<file path="src/rtl/updown_counter_ch.sv">
// Parametrised up/down event counter with optional input synchroniser, edge detection,
// programmable step and limits (wrap or saturate), synchronous load and sticky limit flags.
module updown_counter_ch #(
    parameter int WIDTH       = 8,
    parameter int STEP_W      = 4,
    parameter int SYNC_STAGES = 2,
    parameter int EDGE_MODE   = 1,
    parameter int SATURATE    = 0
) (
    input  logic              clk,
    input  logic              reset,
    input  logic              enable,
    input  logic              up_in,
    input  logic              down_in,
    input  logic [STEP_W-1:0] step,
    input  logic              load,
    input  logic [WIDTH-1:0]  load_value,
    input  logic [WIDTH-1:0]  upper_limit,
    input  logic [WIDTH-1:0]  lower_limit,
    input  logic              clr_flags,
    output logic [WIDTH-1:0]  count,
    output logic              at_max,
    output logic              at_min,
    output logic              overflow,
    output logic              underflow,
    output logic              last_dir
);

    logic up_sync, down_sync;
    logic up_event, down_event;

    generate
        if (SYNC_STAGES == 0) begin : g_nosync
            assign up_sync   = up_in;
            assign down_sync = down_in;
        end else begin : g_sync
            logic [SYNC_STAGES-1:0] up_pipe, down_pipe;

            always_ff @(posedge clk) begin
                if (reset) begin
                    up_pipe   <= '0;
                    down_pipe <= '0;
                end else begin
                    up_pipe[0]   <= up_in;
                    down_pipe[0] <= down_in;
                    for (int i = 1; i < SYNC_STAGES; i++) begin
                        up_pipe[i]   <= up_pipe[i-1];
                        down_pipe[i] <= down_pipe[i-1];
                    end
                end
            end

            assign up_sync   = up_pipe[SYNC_STAGES-1];
            assign down_sync = down_pipe[SYNC_STAGES-1];
        end
    endgenerate

    // Edge registers ignore enable so re-enabling with an input held high adds no event.
    generate
        if (EDGE_MODE != 0) begin : g_edge
            logic up_d, down_d;

            always_ff @(posedge clk) begin
                if (reset) begin
                    up_d   <= 1'b0;
                    down_d <= 1'b0;
                end else begin
                    up_d   <= up_sync;
                    down_d <= down_sync;
                end
            end

            assign up_event   = up_sync & ~up_d;
            assign down_event = down_sync & ~down_d;
        end else begin : g_level
            assign up_event   = up_sync;
            assign down_event = down_sync;
        end
    endgenerate

    logic             up_ev, dn_ev;
    logic [WIDTH:0]   step_ext, sum_ext, floor_ext;
    logic [WIDTH-1:0] next_count;
    logic             next_overflow, next_underflow, next_dir;

    assign up_ev = up_event & ~down_event;
    assign dn_ev = down_event & ~up_event;

    // One extra bit keeps the limit comparisons free of binary wrap-around.
    assign step_ext  = (WIDTH+1)'(step);
    assign sum_ext   = {1'b0, count} + step_ext;
    assign floor_ext = {1'b0, lower_limit} + step_ext;

    always_comb begin
        next_count     = count;
        next_overflow  = overflow & ~clr_flags;
        next_underflow = underflow & ~clr_flags;
        next_dir       = last_dir;
        if (load) begin
            next_count = load_value;
        end else if (enable && up_ev) begin
            next_dir = 1'b1;
            if (sum_ext <= {1'b0, upper_limit}) begin
                next_count = sum_ext[WIDTH-1:0];
            end else begin
                next_overflow = 1'b1;
                next_count    = (SATURATE != 0) ? upper_limit : lower_limit;
            end
        end else if (enable && dn_ev) begin
            next_dir = 1'b0;
            if ({1'b0, count} >= floor_ext) begin
                next_count = count - step_ext[WIDTH-1:0];
            end else begin
                next_underflow = 1'b1;
                next_count     = (SATURATE != 0) ? lower_limit : upper_limit;
            end
        end
    end

    always_ff @(posedge clk) begin
        if (reset) begin
            count     <= '0;
            overflow  <= 1'b0;
            underflow <= 1'b0;
            last_dir  <= 1'b0;
        end else begin
            count     <= next_count;
            overflow  <= next_overflow;
            underflow <= next_underflow;
            last_dir  <= next_dir;
        end
    end

    assign at_max = (count >= upper_limit);
    assign at_min = (count <= lower_limit);

endmodule

</file>
<file path="config.mk">
export PLATFORM = sky130hd
export DESIGN_NAME = updown_counter_ch
export DESIGN_NICKNAME = d
export VERILOG_FILES = /design/src/rtl/updown_counter_ch.sv
export SDC_FILE = /design/constraint.sdc
export NUM_CORES = 1
export LEC_CHECK = 0
export ABC_AREA = 1
export CAP_MARGIN = 20
export CORE_ASPECT_RATIO = 0.75
export CORE_UTILIZATION = 53
export DETAILED_ROUTE_END_ITERATION = 8
export GPL_TIMING_DRIVEN = 0
export PLACE_DENSITY = 0.82
export RECOVER_POWER = 25
export SYNTH_ARGS = -nofsm -noshare
export SYNTH_HDL_FRONTEND = slang
export SYNTH_SLANG_ARGS = --single-unit
</file>
<file path="constraint.sdc">
create_clock -name clk -period 4.1 [get_ports clk]
set_input_delay 1.23 -clock clk [delete_from_list [all_inputs] [get_ports clk]]
set_output_delay 1.23 -clock clk [all_outputs]
set_load 0.1 [all_outputs]
</file>
# Yosys cells after proc, flatten, opt, wreduce, memory -nomap -nowiden
# Index checks and enable logic that the tools add are counted.
[classes] n_bitwise=12 n_addsub=3 magnitude_cmp=4 mux=14 reduce_logical=5
[op_table] operator="$mux W8" n=5
[op_table] operator="$add A8 B4 Y9" n=2
[op_table] operator="$ge A8 B9 Y1" n=1
[op_table] operator="$le A9 B8 Y1" n=1
[op_table] operator="$mux W1" n=9
[op_table] operator="$ge A8 B8 Y1" n=1
[op_table] operator="$le A8 B8 Y1" n=1
[op_table] operator="$sub A8 B4 Y8" n=1
[op_table] operator="$and A1 B1 Y1" n=6
[op_table] operator="$not A1 Y1" n=6
[op_table] operator="$reduce_bool A3 Y1" n=1
[op_table] operator="$logic_and A1 B1 Y1" n=2
[op_table] operator="$reduce_and A2 Y1" n=1
[op_table] operator="$reduce_bool A2 Y1" n=1
[word_totals] register_bits=17 in_bits=35

# Logic depth before layout (Yosys ltp)
# Gate-level depths: netlist of run 1.
[logic_depth] word_depth=8 ltp_mapped=25 mapped_depth_nobuf=24

# Worst setup path after synthesis of run 1
# OpenSTA, ideal clock, no wires.
[synth_timing] path_type="input-to-output" start="input lower_limit[6]" end="output at_min" path_buffers=0 setup_slack_ns=-1.133 arrival_time_ns=4.003 path_stages=4 path_cell_list="inv_1 > ha_1 > nand3_1 > o32ai_1"
[synth_between] elab_chain_cells=1
[synth_rtl] element="from (decl)" line="19" text="input logic [WIDTH-1:0] lower_limit,"
[synth_rtl] element="$le A8 B8 Y1" line="135" text="assign at_min = (count <= lower_limit);"
[synth_rtl] element="to (decl)" line="23" text="output logic at_min,"
# No other way between the ends.

# Worst setup path in the final report of run 1
[layout_timing] start="input upper_limit[7]" end="output at_max"
[layout_between] elab_chain_cells=1
[layout_rtl] element="from (decl)" line="18" text="input logic [WIDTH-1:0] upper_limit,"
[layout_rtl] element="$ge A8 B8 Y1" line="134" text="assign at_max = (count >= upper_limit);"
[layout_rtl] element="to (decl)" line="22" text="output logic at_max,"
# No other way between the ends.

==> impl.org, run 1 <==
** Status
- Outcome :: complete, no violations

** Route
- The final route contains 2692 vias.
- Overall routed net length :: 6.906 mm
- In the routed design, unresolved DRC markers number 0.
- The first detailed-routing pass ran for 5 iterations.
- Number of violations reported at the end of detailed-routing iteration 0 :: 279
- Antenna-violating nets left :: 0
- Routed length per instance :: 14.01 um
- Using the TritonRoute via totals, the vias-per-cell ratio works out to 5.460.

** Place
- I/O Buffers :: 46
- After legalization and detailed placement, the total HPWL measured 5.381 mm.
- Placement Cell Area :: 2977 um^2
- The congestion estimate from routability-driven global placement came to 0.9159.

** Final layout
- Of the cells placed in the final design, the portion with a size suffix greater than 1 is 12.10%.
- Total number of nets in the final design :: 521
- Area of all sequential standard cells :: 340.3 um^2
- The number of antenna diodes in the final layout is 0.
- In the final layout, the multi-input gates occupy 1879 um^2.
- Area growth from synthesis to layout :: 29.92%
- After routing the design area is 3162 um^2.
- Count of fill cells added during filler insertion :: 362

** Timing
- The worst path in the final design needs a cycle of 3.994 ns, including I/O delays and setup.
- Number of slew-limit violations in the final report :: 0
- Clock skew on the completed layout was measured at 0.003378 ns.
- The final number of hold-violating endpoints came to 0.
- Final worst-path cycle share :: 97.41%
- Setup violations, final :: 0
- Worst relative slew slack :: 33.50%
- For this run, the top clock speed supported by timing is 0.2504 GHz.
- Setup TNS :: 0 ns
- Transition time of the tightest slew-check pin :: 0.9944 ns

** Synth
- In the post-synthesis netlist, the biggest area contributors are sky130_fd_sc_hd__ha_1, sky130_fd_sc_hd__nand2_1, sky130_fd_sc_hd__dfxtp_1.
- For this run, the register share of the synthesized area comes to 13.98%.
- The synthesized design contains 0 enable-type register cells.
- For this run, the leading register cell type out of synthesis is sky130_fd_sc_hd__dfxtp_1.
- After synthesis, the most frequently instantiated cells are sky130_fd_sc_hd__nand2_1, sky130_fd_sc_hd__inv_1, sky130_fd_sc_hd__ha_1.
- Of all flip-flops after synthesis, the portion carrying an async set or reset was 0%.
- Syn Inst Count :: 380
- Post-synthesis instance area :: 2434 um^2
- A synthesized cell averages 6.404 um^2.
- Yosys top cell area share :: 22.62%
- Synthesis produced a netlist with a net count of 462.
- Cell type contributing the most total cell area after synthesis :: sky130_fd_sc_hd__ha_1
- Most common cell in the synthesized netlist :: sky130_fd_sc_hd__nand2_1
- For this run, the number of Yosys warnings is 0.
- In this run, synthesis produced a sequential element count of 17.
- Synth unique cells :: 31

** Power and ir drop
- In this run the power spent charging and discharging nets is 0.0004083 W.
- Power density over cell area :: 265.6 nW/um^2
- Share of total power in sequential cells :: 23.9%
- The analysis attributes to cell leakage a power of 1.706 nW.
- Relative contribution of combinational cells to total power :: 60.8%
- The internal power of the cells totals 0.0004316 W.
- Maximum vdd drop :: 0.0001978 V
- The clock network accounts for 15.4% of the total power.
- In this run switching power makes up 48.61% of total power.

** Floorplan
- Width of the die :: 80.25 um
- Cell row count :: 20
- The region available for standard cell placement spans 4229 um^2.
- Number of placed I/O pins :: 48
- For this configuration, the core starts out at a cell density of 57.54%.
- Die Outline Area :: 4870 um^2
- Measured along the y axis, the die boundary spans 60.69 um.

** GRT
- GRT met1 Usage :: 39.78%
- The first global-routing pass estimated 10.81 mm of wire.
- Global route hottest layer :: met2
- Number of global-route vias before repair :: 2419
- Number of antenna violations at the first check in global routing :: 0
- GR Layer Usage met3 :: 3.158%
- Entering global routing, the biggest net connects 12 pins.
- Total routing resource utilization after global routing :: 29.15%
- For this run the aggregate overflow at the end of global routing stands at 0.
- For this run, global-route usage on met2 was measured as 51.77%.

** Clocking
- CTS built an H-tree with a depth of 1.
- Clock input transition at the sequential cells of the worst setup and hold paths :: 0.07 ns
- CTS max path bufs :: 2
- Clock tree synthesis inserted a total of 3 buffers.
- Number of sinks on the clock net :: 17
- Clock tree from TritonCTS :: done
- The root buffer cell chosen for the clock tree is sky130_fd_sc_hd__clkbuf_8.
- In this run, post-CTS hold repair placed 0 buffers.
- Worst-Skew Late Latency :: 0.26 ns

** Setup path
- Arrival @ worst endpoint :: 2.76 ns
- Crit path launch type :: primary input
- The critical path in this run is classified as primary input to output port.
- Flop2flop setup slack :: 0.75 ns
- In this design, the stage delay of the slowest critical-path cell is 0.45 ns.
- Slowest library cell on the worst path :: sky130_fd_sc_hd__clkdlybuf4s50_1
- The critical path goes through clkdlybuf4s50_1, inv_1, ha_1, nand2_1, nor2_1, nand4_1, o2111ai_2, buf_6.
- Measured in cells, the most critical reg-to-reg path has a length of 21.
- In this run the critical register-to-register path is launched from count[1].
- CP max FO :: 3
- Tracing the worst setup path back leads to its startpoint at upper_limit[7].
- Worst EP required :: 2.87 ns
- Endpoint type of the worst setup path :: output port
- FF-to-FF End :: count[6]
- In this run the worst setup path terminates at at_max.

** Run
- Across the run, the number of max-cap violations was 0.

** Min path
- Type of the worst min-delay path :: register to register
## cell type report
class / count / area share [%]
multi-input combinational: 284 / 59.44
timing repair buffer: 55 / 16.62
sequential: 17 / 10.76
inverter: 74 / 8.785
tap: 55 / 2.176
clock buffer: 3 / 1.306
buffer: 4 / 0.7519
clock inverter: 1 / 0.1583
## critical path, delay by kind of cell
family          cells  cell delay (ns)
compound gates      1             0.10
fa+ha+maj           1             0.30
buf+inv             3             0.77
simple gates        3             0.35
## layout by cell type (no fill, tap or decap), types with 2 or more instances in the layout
| cell | netlist | layout |
|---|---|---|
| sky130_fd_sc_hd__xor2_2 | 0 | 3 |
| sky130_fd_sc_hd__a21oi_1 | 21 | 19 |
| sky130_fd_sc_hd__clkbuf_8 | 0 | 3 |
| sky130_fd_sc_hd__clkdlybuf4s50_1 | 0 | 32 |
| sky130_fd_sc_hd__a21oi_2 | 4 | 6 |
| sky130_fd_sc_hd__ha_1 | 44 | 41 |
| sky130_fd_sc_hd__inv_2 | 3 | 7 |
| sky130_fd_sc_hd__nand3_1 | 39 | 38 |
| sky130_fd_sc_hd__nand2_1 | 93 | 90 |
| sky130_fd_sc_hd__nor2_1 | 26 | 26 |
| sky130_fd_sc_hd__dfxtp_1 | 17 | 17 |
| sky130_fd_sc_hd__clkbuf_2 | 0 | 2 |
| sky130_fd_sc_hd__fa_1 | 3 | 3 |
| sky130_fd_sc_hd__clkbuf_1 | 2 | 2 |
| sky130_fd_sc_hd__o21ai_2 | 1 | 2 |
| sky130_fd_sc_hd__nand2_2 | 2 | 4 |
| sky130_fd_sc_hd__nand2_4 | 2 | 3 |
| sky130_fd_sc_hd__buf_4 | 0 | 9 |
| sky130_fd_sc_hd__nand3b_1 | 2 | 2 |
| sky130_fd_sc_hd__xor2_1 | 12 | 9 |
| sky130_fd_sc_hd__buf_6 | 1 | 3 |
| sky130_fd_sc_hd__dlymetal6s2s_1 | 0 | 4 |
| sky130_fd_sc_hd__nand4_1 | 5 | 5 |
| sky130_fd_sc_hd__dlygate4sd2_1 | 0 | 4 |
| sky130_fd_sc_hd__xnor2_1 | 2 | 2 |
| sky130_fd_sc_hd__ha_4 | 0 | 2 |
| sky130_fd_sc_hd__o211ai_1 | 5 | 5 |
| sky130_fd_sc_hd__inv_1 | 70 | 66 |
| sky130_fd_sc_hd__nor3_2 | 2 | 2 |
| sky130_fd_sc_hd__o21ai_0 | 13 | 12 |
| sky130_fd_sc_hd__nand3_2 | 1 | 2 |
| sky130_fd_sc_hd__o21a_1 | 2 | 2 |
## power groups by stage
stage	logic (W)	clock network, W	registers [W]
6_report	0.000510	0.000129	0.000200
5_1_grt	0.000561	0.000137	0.000202
4_1_cts	0.000483	0.000128	0.000198
3_5_place_dp	0.000470	0	0.000202
3_3_place_gp	0.000457	0	0.000201
2_1_floorplan	0.000289	0	0.000249
## registers in the layout, summed over array words and instances (netlist names)
name and count:
count 8, g_sync.down_pipe 2, g_sync.up_pipe 2, g_edge.down_d 1, g_edge.up_d 1, last_dir 1
overflow 1, underflow 1
## logic make-up after synthesis
logic type	count (synthesis)	synth area share [%]
simple gates	174	31.41
compound gates	49	11.88
fa+ha+maj	47	25.09
buf+inv	79	12.60
flops	17	13.98
xor+xnor	14	5.039
## through the flow
step | hold WS, ns | setup WS, ns | util (%) | cells | total power [W]
after floorplan | 0.3883 | -0.1674 | - | 380 | 0.0005381
after global placement | 0.3899 | -1.149 | 70.38 | 481 | 0.0006577
after detailed placement | 0.4026 | -1.187 | 70.38 | 481 | 0.0006714
after CTS | 0.4120 | 0.002998 | 72.63 | 489 | 0.0008084
after global routing | 0.4289 | -0.006589 | 74.76 | 493 | 0.0008995
final | 0.4196 | 0.1063 | 74.76 | 493 | 0.0008399
## per-layer routing
metal	share of wire [%]	vias up	wire length [um]
met1	46	1231	3206
met3	8.1	4	558
met4	0.41	0	28
met5	0	-	0
li1	-	1340	-
met2	45	117	3112
## repair_timing
action	CTS	global route
pin swaps	7	11
resized for setup	29	22
endpoints found under the setup margin	11	11
setup buffers	4	5
cloned	0	0
## how the worst min path moves through the flow
| stage | start | end | slack (ns) | depth (start not counted) |
|---|---|---|---|---|
| finish | g_sync.down_pipe[0] | g_sync.down_pipe[1] | 0.42 | 2 |
| global route | g_sync.up_pipe[0] | g_sync.up_pipe[1] | 0.43 | 2 |
| CTS | g_sync.down_pipe[0] | g_sync.down_pipe[1] | 0.41 | 2 |
| detailed placement | g_sync.down_pipe[0] | g_sync.down_pipe[1] | 0.40 | 2 |
| global placement | g_sync.down_pipe[0] | g_sync.down_pipe[1] | 0.39 | 2 |
| floorplan | g_sync.down_pipe[0] | g_sync.down_pipe[1] | 0.39 | 2 |
(Power assumes the default switching activity.)
==> inputs of run 2 (changes only) <==
--- a/config.mk
+++ b/config.mk
@@ -8,6 +8,7 @@
 export ABC_AREA = 1
 export CAP_MARGIN = 20
 export CORE_ASPECT_RATIO = 0.75
+export CORE_MARGIN = 2
 export CORE_UTILIZATION = 53
 export DETAILED_ROUTE_END_ITERATION = 8
 export GPL_TIMING_DRIVEN = 0
==> run 2 against run 1 <==
Effect of this change: clock power grew 4%; via count shrank 0.67%; non-clock buffer count decreased by 3; highest routed layer unchanged.
==> impl.org, run 2 (synthesis results as in run 1) <==
** Status
- The run finished with clean final reports.

** Setup path
- Endpoint type of the worst setup path :: output port
- Crit path launch type :: primary input
- Max stage delay on crit path :: 0.48 ns
- The setup path with the least slack is of type primary input to output port.
- Arrival @ worst endpoint :: 2.82 ns
- Worst EP required :: 2.87 ns
- CP max FO :: 2
- The slowest stage of the critical path belongs to the cell sky130_fd_sc_hd__clkdlybuf4s50_1.
- The critical path goes through clkdlybuf4s50_1, inv_1, ha_4, o21a_1, o21ai_1, a21oi_1, o32ai_2, buf_6.

** GRT
- Total routing resource utilization after global routing :: 27.43%
- Entering global routing, the biggest net connects 12 pins.
- Number of global-route vias before repair :: 2471
- The first global-routing pass estimated 11.03 mm of wire.
- For this run the aggregate overflow at the end of global routing stands at 0.
- The initial antenna violation count came to 0.

** Clocking
- CTS HTree Levels :: 1
- CTS saw 17 sinks.
- Clock tree from TritonCTS :: done
- Buffer cell driving the clock tree root :: sky130_fd_sc_hd__clkbuf_8
- Worst-Skew Late Latency :: 0.26 ns
- Clock-pin slew was measured on the worst setup and hold paths at 0.08 ns.
- TritonCTS created 3 clock buffers.
- CTS max path bufs :: 2
- After clock tree synthesis, the flow added hold-fix buffers numbering 0.

** Final layout
- Antenna diode count :: 0
- Layout cell share with drive strength beyond 1 :: 11.49%
- Leading cell type in the layout, fill and taps excluded :: sky130_fd_sc_hd__nand2_1
- Area growth from synthesis to layout :: 30.69%
- Counting flops per register, the top entry is count.
- Max FFs per register :: 8
- The largest registers in the layout are count x8, g_sync.down_pipe x2, g_sync.up_pipe x2.
- Post-Layout Inst Area :: 3181 um^2
- Total number of nets in the final design :: 518
- In the layout the commonest cells are sky130_fd_sc_hd__nand2_1, sky130_fd_sc_hd__inv_1, sky130_fd_sc_hd__ha_1, sky130_fd_sc_hd__nand3_1, sky130_fd_sc_hd__clkdlybuf4s50_1.

** Timing
- Number of slew-limit violations in the final report :: 0
- Final worst-path cycle share :: 98.87%
- Clock skew on the completed layout was measured at 0.002064 ns.
- Min Clock Period, post-route :: 4.054 ns
- On the final layout, the worst hold slack is 0.4021 ns.
- Fmax :: 0.2467 GHz
- Setup violations, final :: 0
- In the post-route analysis, the smallest setup slack over all paths is 0.04628 ns.
- The final number of hold-violating endpoints is 0.
- Transition time of the tightest slew-check pin :: 0.9784 ns
- Worst relative slew slack :: 34.57%

** Route
- After detailed routing, the number of remaining DRC violations is 0.
- Overall routed net length :: 6.898 mm
- Routed length per instance :: 14.02 um
- Via count :: 2674
- Number of violations reported at the end of detailed-routing iteration 0 :: 187
- After detailed routing, the number of vias per cell comes to 5.435.
- Antenna-violating nets left :: 0
- The first TritonRoute pass finished after 9 iterations.

** Power and ir drop
- Final Power :: 0.0008406 W
- The analysis attributes to cell leakage a power of 1.684 nW.
- Power spread over the standard cell area amounts to 264.3 nW/um^2.
- Maximum vdd drop :: 0.0001346 V

** Floorplan
- Starting density of the core :: 54.80%
- In this run the standard cell core region covers 4441 um^2.
- Width of the die :: 82.25 um
- The floorplan step set the die height to 62.69 um.
- Cell row count :: 21
- Die Outline Area :: 5156 um^2
- Number of placed I/O pins :: 48

** Place
- Placement Cell Area :: 2979 um^2
- Summed over all nets, the half-perimeter wirelength after detailed placement is 5.356 mm.
- Buffers placed on the I/O ports in this run total 46.
- Routability-driven placement congestion ratio :: 0.8826
- Worst setup timing slack at the placement stage :: -1.193 ns

** Run
- Max-capacitance violation count :: 0

** Min path
- Type of the worst min-delay path :: register to register
==> run 2: changes by cell type in the layout (fill, tap and decap cells not counted), moves of 2 or more <==
cell | previous run | this run
sky130_fd_sc_hd__a21oi_1 | 19 | 21
sky130_fd_sc_hd__a21oi_2 | 6 | 4
sky130_fd_sc_hd__buf_4 | 9 | 5
sky130_fd_sc_hd__ha_4 | 2 | 4
==> run 2: what timing repair did <==
action / CTS / global route
pin swaps: 5 / 6
endpoints found under the setup margin: 11 / 11
resized for setup: 33 / 21
buffers inserted: 2 / 3
==> run 2: through the flow <==
| stage | setup TNS (ns) | util [%] | cells |
|---|---|---|---|
| after detailed placement | -7.866 | 67.09 | 483 |
| after global routing | -0.03602 | 71.63 | 492 |
| after CTS | -0.01151 | 69.46 | 489 |
| after global placement | -7.331 | 67.09 | 483 |
| final | 0 | 71.63 | 492 |
| after floorplan | -0.1674 | - | 380 |
==> run 2: layout make-up <==
type / count / area, um^2
fill: 377 / 1260
inverter: 74 / 277.8
clock inverter: 1 / 7.507
clock buffer: 3 / 41.29
multi-input combinational: 284 / 1909
tap: 57 / 71.32
sequential: 17 / 340.3
timing repair buffer: 51 / 501.7
buffer: 5 / 31.28
==> run 2: worst max-delay path: cells and delay by family <==
family,cells,cell delay (ns)
compound gates,4,0.49
fa+ha+maj,1,0.25
buf+inv,3,0.85
==> run 2: layer usage <==
layer  up-vias  track usage, %  wire length [um]
met4         0           5.833                76
met5         -               0                 0
met2       114           43.95              3161
met1      1209           39.13              3072
met3        12           3.324               587
li1       1339               -                 -
==> run 2: worst paths after layout <==
kind / from / end / slack (ns) / cells after the start
worst max-delay path: lower_limit[3] / at_min / 0.05 / 8
worst min-delay path: g_sync.up_pipe[0] / g_sync.up_pipe[1] / 0.40 / 2
worst max register to register: count[1] / count[5] / 0.82 / 20
worst min register to register: g_sync.up_pipe[0] / g_sync.up_pipe[1] / 0.40 / 2
==> run 2: report_power, final <==
part | internal, W | switching, W | leakage [nW] | total [W]
Combinational | 0.000187 | 0.000319 | 1.52 | 0.000506
Sequential | 0.000175 | 0.0000248 | 0.140 | 0.000200
Clock | 0.0000685 | 0.0000656 | 0.0217 | 0.000134
Total | 0.000431 | 0.000409 | 1.68 | 0.000841
==> inputs of run 3 (changes only) <==
--- a/config.mk
+++ b/config.mk
@@ -5,14 +5,15 @@
 export SDC_FILE = /design/constraint.sdc
 export NUM_CORES = 1
 export LEC_CHECK = 0
-export ABC_AREA = 1
 export CAP_MARGIN = 20
 export CORE_ASPECT_RATIO = 0.75
 export CORE_MARGIN = 2
-export CORE_UTILIZATION = 53
+export CORE_UTILIZATION = 54
+export CTS_BUF_LIST = sky130_fd_sc_hd__clkbuf_8
 export DETAILED_ROUTE_END_ITERATION = 8
+export GPL_ROUTABILITY_DRIVEN = 0
 export GPL_TIMING_DRIVEN = 0
-export PLACE_DENSITY = 0.82
+export PLACE_DENSITY = 0.83
 export RECOVER_POWER = 25
 export SYNTH_ARGS = -nofsm -noshare
 export SYNTH_HDL_FRONTEND = slang
==> run 3 against run 2 <==
Effect of this change: the run now ends with setup timing left; critical path type is now primary input to register; register-to-register slack got worse by 0.27 ns; die area decreased by 5.1%; worst hold slack improved by 0.039 ns; final cell count decreased by 15%; highest routed layer unchanged; critical endpoint is now count[7]; clock-buffer cell count unchanged; setup slack got worse by 0.051 ns; routed wire length increased by 15%; clock power decreased by 6%; synthesized cell count decreased by 24%.
==> impl.org, run 3 <==
** Route
- Number of violations reported at the end of detailed-routing iteration 0 :: 322
- Routed length per instance :: 18.88 um
- Using the TritonRoute via totals, the vias-per-cell ratio works out to 6.370.
- For this run, design rule violations remaining after detail routing come to 0.
- Via count :: 2669
- The count of nets left with antenna violations once routing finished came out at 0.
- The final layout contains routed wiring with a total length of 7.911 mm.
- The pre-antenna-repair detailed-routing pass consisted of 7 iterations.

** Final layout
- In the final layout, the share of cells above drive strength 1 is 24.18%.
- Count of fill cells added during filler insertion :: 277
- The top cell types in the final layout, fill and taps aside, are sky130_fd_sc_hd__ha_1, sky130_fd_sc_hd__clkdlybuf4s50_1, sky130_fd_sc_hd__buf_4, sky130_fd_sc_hd__inv_1, sky130_fd_sc_hd__dfxtp_1.
- Max FFs per register :: 8
- Area growth from synthesis to layout :: 41.81%
- Registers with the most flip-flops :: count x8, g_sync.down_pipe x2, g_sync.up_pipe x2
- The repair_antennas step left the layout with diodes totalling 0.
- Reg with most FFs :: count
- Total number of nets in the final design :: 447
- The library cell used most frequently in the layout, excluding fill and tap cells, is sky130_fd_sc_hd__ha_1.

** Power and ir drop
- Switch share :: 45.79%
- Share of total power in sequential cells :: 22.5%
- Dividing total power by cell area gives a power density of 269.1 nW/um^2.
- Cell-internal power :: 0.0004854 W
- IR analysis of the VDD net gives a maximum drop of 0.0001885 V.
- Portion of total power attributed to the clock network :: 14.1%
- Relative contribution of combinational cells to total power :: 63.4%
- Leakage dissipation :: 1.551 nW
- Net switching power :: 0.0004100 W
- Final Power :: 0.0008954 W

** Setup path
- Arrival @ worst endpoint :: 4.25 ns
- The critical path in this run is classified as primary input to register.
- Critical path, cell by cell :: clkbuf_4, inv_1, ha_1, buf_6, inv_1, a211o_1, buf_4, buf_4, xor2_1, ha_1, nand4_1, or2_4, o2111a_2, o21ai_1, o211ai_1, a32o_2
- Endpoint type of the worst setup path :: register
- The worst setup path is launched from a primary input.
- Of all nets on the critical path, the largest fanout is 6.
- On the critical path, the stage with the largest delay is an instance of sky130_fd_sc_hd__ha_1.
- At the worst endpoint, the required time is 4.25 ns.
- On the worst path, the slowest cell contributes a delay of 0.34 ns.

** Synth
- Post-synthesis instance area :: 2346 um^2
- Summed over all instances, the cell type with the most area after synthesis is sky130_fd_sc_hd__ha_1.
- The most used flip-flop cell after synthesis is sky130_fd_sc_hd__dfxtp_1.
- Averaged over all synthesized cells, the footprint is 8.146 um^2.
- The cell count after synthesis came out at 288.
- The synthesized design contains 17 register bits.
- Number of synthesized flops with an enable pin :: 0
- When the netlist entered floorplanning its net count stood at 370.
- Combinational family with the most area after synthesis :: compound AO/OA/AOI/OAI gates
- Number of warnings printed during yosys synthesis :: 0
- Share of synthesized flip-flops with an asynchronous set or reset :: 0%
- Basic-gate share of the synthesized area counting and, or, nand and nor cells :: 20.59%
- Ranked by total cell area, the synthesized netlist is headed by sky130_fd_sc_hd__ha_1, sky130_fd_sc_hd__dfxtp_1, sky130_fd_sc_hd__inv_1.
- The commonest cells after synthesis are sky130_fd_sc_hd__ha_1, sky130_fd_sc_hd__inv_1, sky130_fd_sc_hd__dfxtp_1.
- Counting distinct cell types in the post-synthesis netlist gives 56.
- The synthesized netlist devotes 26.88% of its cell area to compound gates.
- Most common cell in the synthesized netlist :: sky130_fd_sc_hd__ha_1
- Yosys top cell area share :: 23.47%
- After synthesis, the share of cell area in mux cells is 0.4267%.
- Adder-Cell Fraction of Synth Area :: 26.03%
- Parity-gate share of the synthesized area counting xor and xnor cells :: 5.920%
- Of the synthesized area, sequential elements account for 14.51%.

** Floorplan
- The die covers 4893 um^2.
- Starting density of the core :: 57.16%
- The initialized floorplan defines 20 standard-cell rows.
- In this run the count of I/O pins placed on the die edge is 48.
- Width of the die :: 80.11 um
- Total core area :: 4104 um^2
- Height of the chip :: 61.08 um

** Timing
- Final hold violation count :: 0
- Post-Route Hold Slack :: 0.4409 ns
- Final Skew :: 0.001929 ns
- Setup slack on the critical path of the routed design comes to -0.005077 ns.
- Fmax :: 0.2436 GHz
- For the final routed database, the setup TNS stands at -0.005077 ns.
- Transition time of the tightest slew-check pin :: 0.9922 ns
- Setup violations remaining at the end of the flow were counted as 1.
- Worst relative slew slack :: 33.64%
- The routed design could run at a clock period as short as 4.105 ns.
- Setup repair after global routing could not meet its margin everywhere.
- Number of slew-limit violations in the final report :: 0
- Final worst-path cycle share :: 100.1%

** GRT
- Total congestion overflow :: 0
- Number of antenna violations at the first check in global routing :: 0
- The first global-routing pass estimated 11.54 mm of wire.
- Entering global routing, the biggest net connects 11 pins.
- Number of global-route vias before repair :: 2499
- Total routing resource utilization after global routing :: 31.11%

** Status
- The final reports fail on setup timing.
- The flow ran to the end, but the final reports show violations.

** Clocking
- CTS HTree Levels :: 1
- Clock input transition at the sequential cells of the worst setup and hold paths :: 0.07 ns
- The tree is rooted in a sky130_fd_sc_hd__clkbuf_8.
- TritonCTS built the clock tree.
- TritonCTS created 3 clock buffers.
- Buffers inserted to repair hold after CTS numbered 0.
- Worst-Skew Late Latency :: 0.25 ns
- CTS max path bufs :: 2
- Number of sinks on the clock net :: 17

** Place
- During placement, the flow inserted port buffers numbering 46.
- Final HPWL DP :: 5.530 mm
- OpenSTA, run right after detailed placement, puts the worst setup slack at -1.241 ns.

** Run
- Max-capacitance violation count :: 0

** Min path
- Type of the worst min-delay path :: register to register
run 3: per-layer routing:
layer	up-vias	track usage, %	part of all wire, %
met4	0	10.17	4.3
met2	182	53.93	46
met5	-	0	0
li1	1226	-	-
met1	1215	40.58	41
met3	46	4.839	8.4
run 3: final timing paths:
check                      startpoint             endpoint  slack, ns  cells after the start
setup reg to reg             count[1]             count[5]       0.55                     14
hold reg to reg   g_sync.down_pipe[0]  g_sync.down_pipe[1]       0.44                      1
hold / removal    g_sync.down_pipe[0]  g_sync.down_pipe[1]       0.44                      1
setup / recovery              step[3]             count[7]     -0.005                     16
run 3: kinds of logic after synthesis:
logic type	Yosys count
buffers and inverters	32
XOR/XNOR	15
multiplexers	1
AND/OR/NAND/NOR	87
adder cells (fa/ha/maj)	47
flip-flops	17
AO/OA/AOI/OAI	89
run 3: repair_timing:
item                       CTS  global route
pin swaps                   16            28
buffers inserted            16            11
setup endpoints to repair   12            11
gates resized for setup     78            32
run 3: critical path: cells and delay by family:
| kind | cells | cell delay (ns) |
|---|---|---|
| compound gates | 5 | 1.10 |
| buf+inv | 6 | 0.68 |
| fa+ha+maj | 2 | 0.63 |
| simple gates | 2 | 0.47 |
| xor+xnor | 1 | 0.15 |
run 3: area by class of cell:
| type | count | area, um^2 | share of cell area [%] |
|---|---|---|---|
| clock inverters | 1 | 5.005 | 0.1504 |
| multi-input cells | 239 | 2083 | 62.62 |
| plain buffers | 5 | 35.03 | 1.053 |
| clock buffers | 3 | 41.29 | 1.241 |
| inverters | 27 | 103.9 | 3.121 |
| well taps | 55 | 68.82 | 2.068 |
| repair buffers | 72 | 649.4 | 19.52 |
| flip-flops and latches | 17 | 340.3 | 10.23 |
run 3: per-stage QoR:
stage	cell area, um^2	util (%)	cells
after CTS	3196	77.87	409
final	3327	81.07	419
after detailed placement	2893	70.49	389
after global placement	2893	70.49	389
after floorplan	2364	-	288
after global routing	3327	81.07	419
run 3: power by group through the flow:
stage	registers [W]	logic, W	clock network [W]
3_3_place_gp	0.000201	0.000438	0
4_1_cts	0.000198	0.000508	0.000130
6_report	0.000201	0.000568	0.000126
3_5_place_dp	0.000202	0.000449	0
2_1_floorplan	0.000252	0.000267	0
5_1_grt	0.000202	0.000606	0.000135
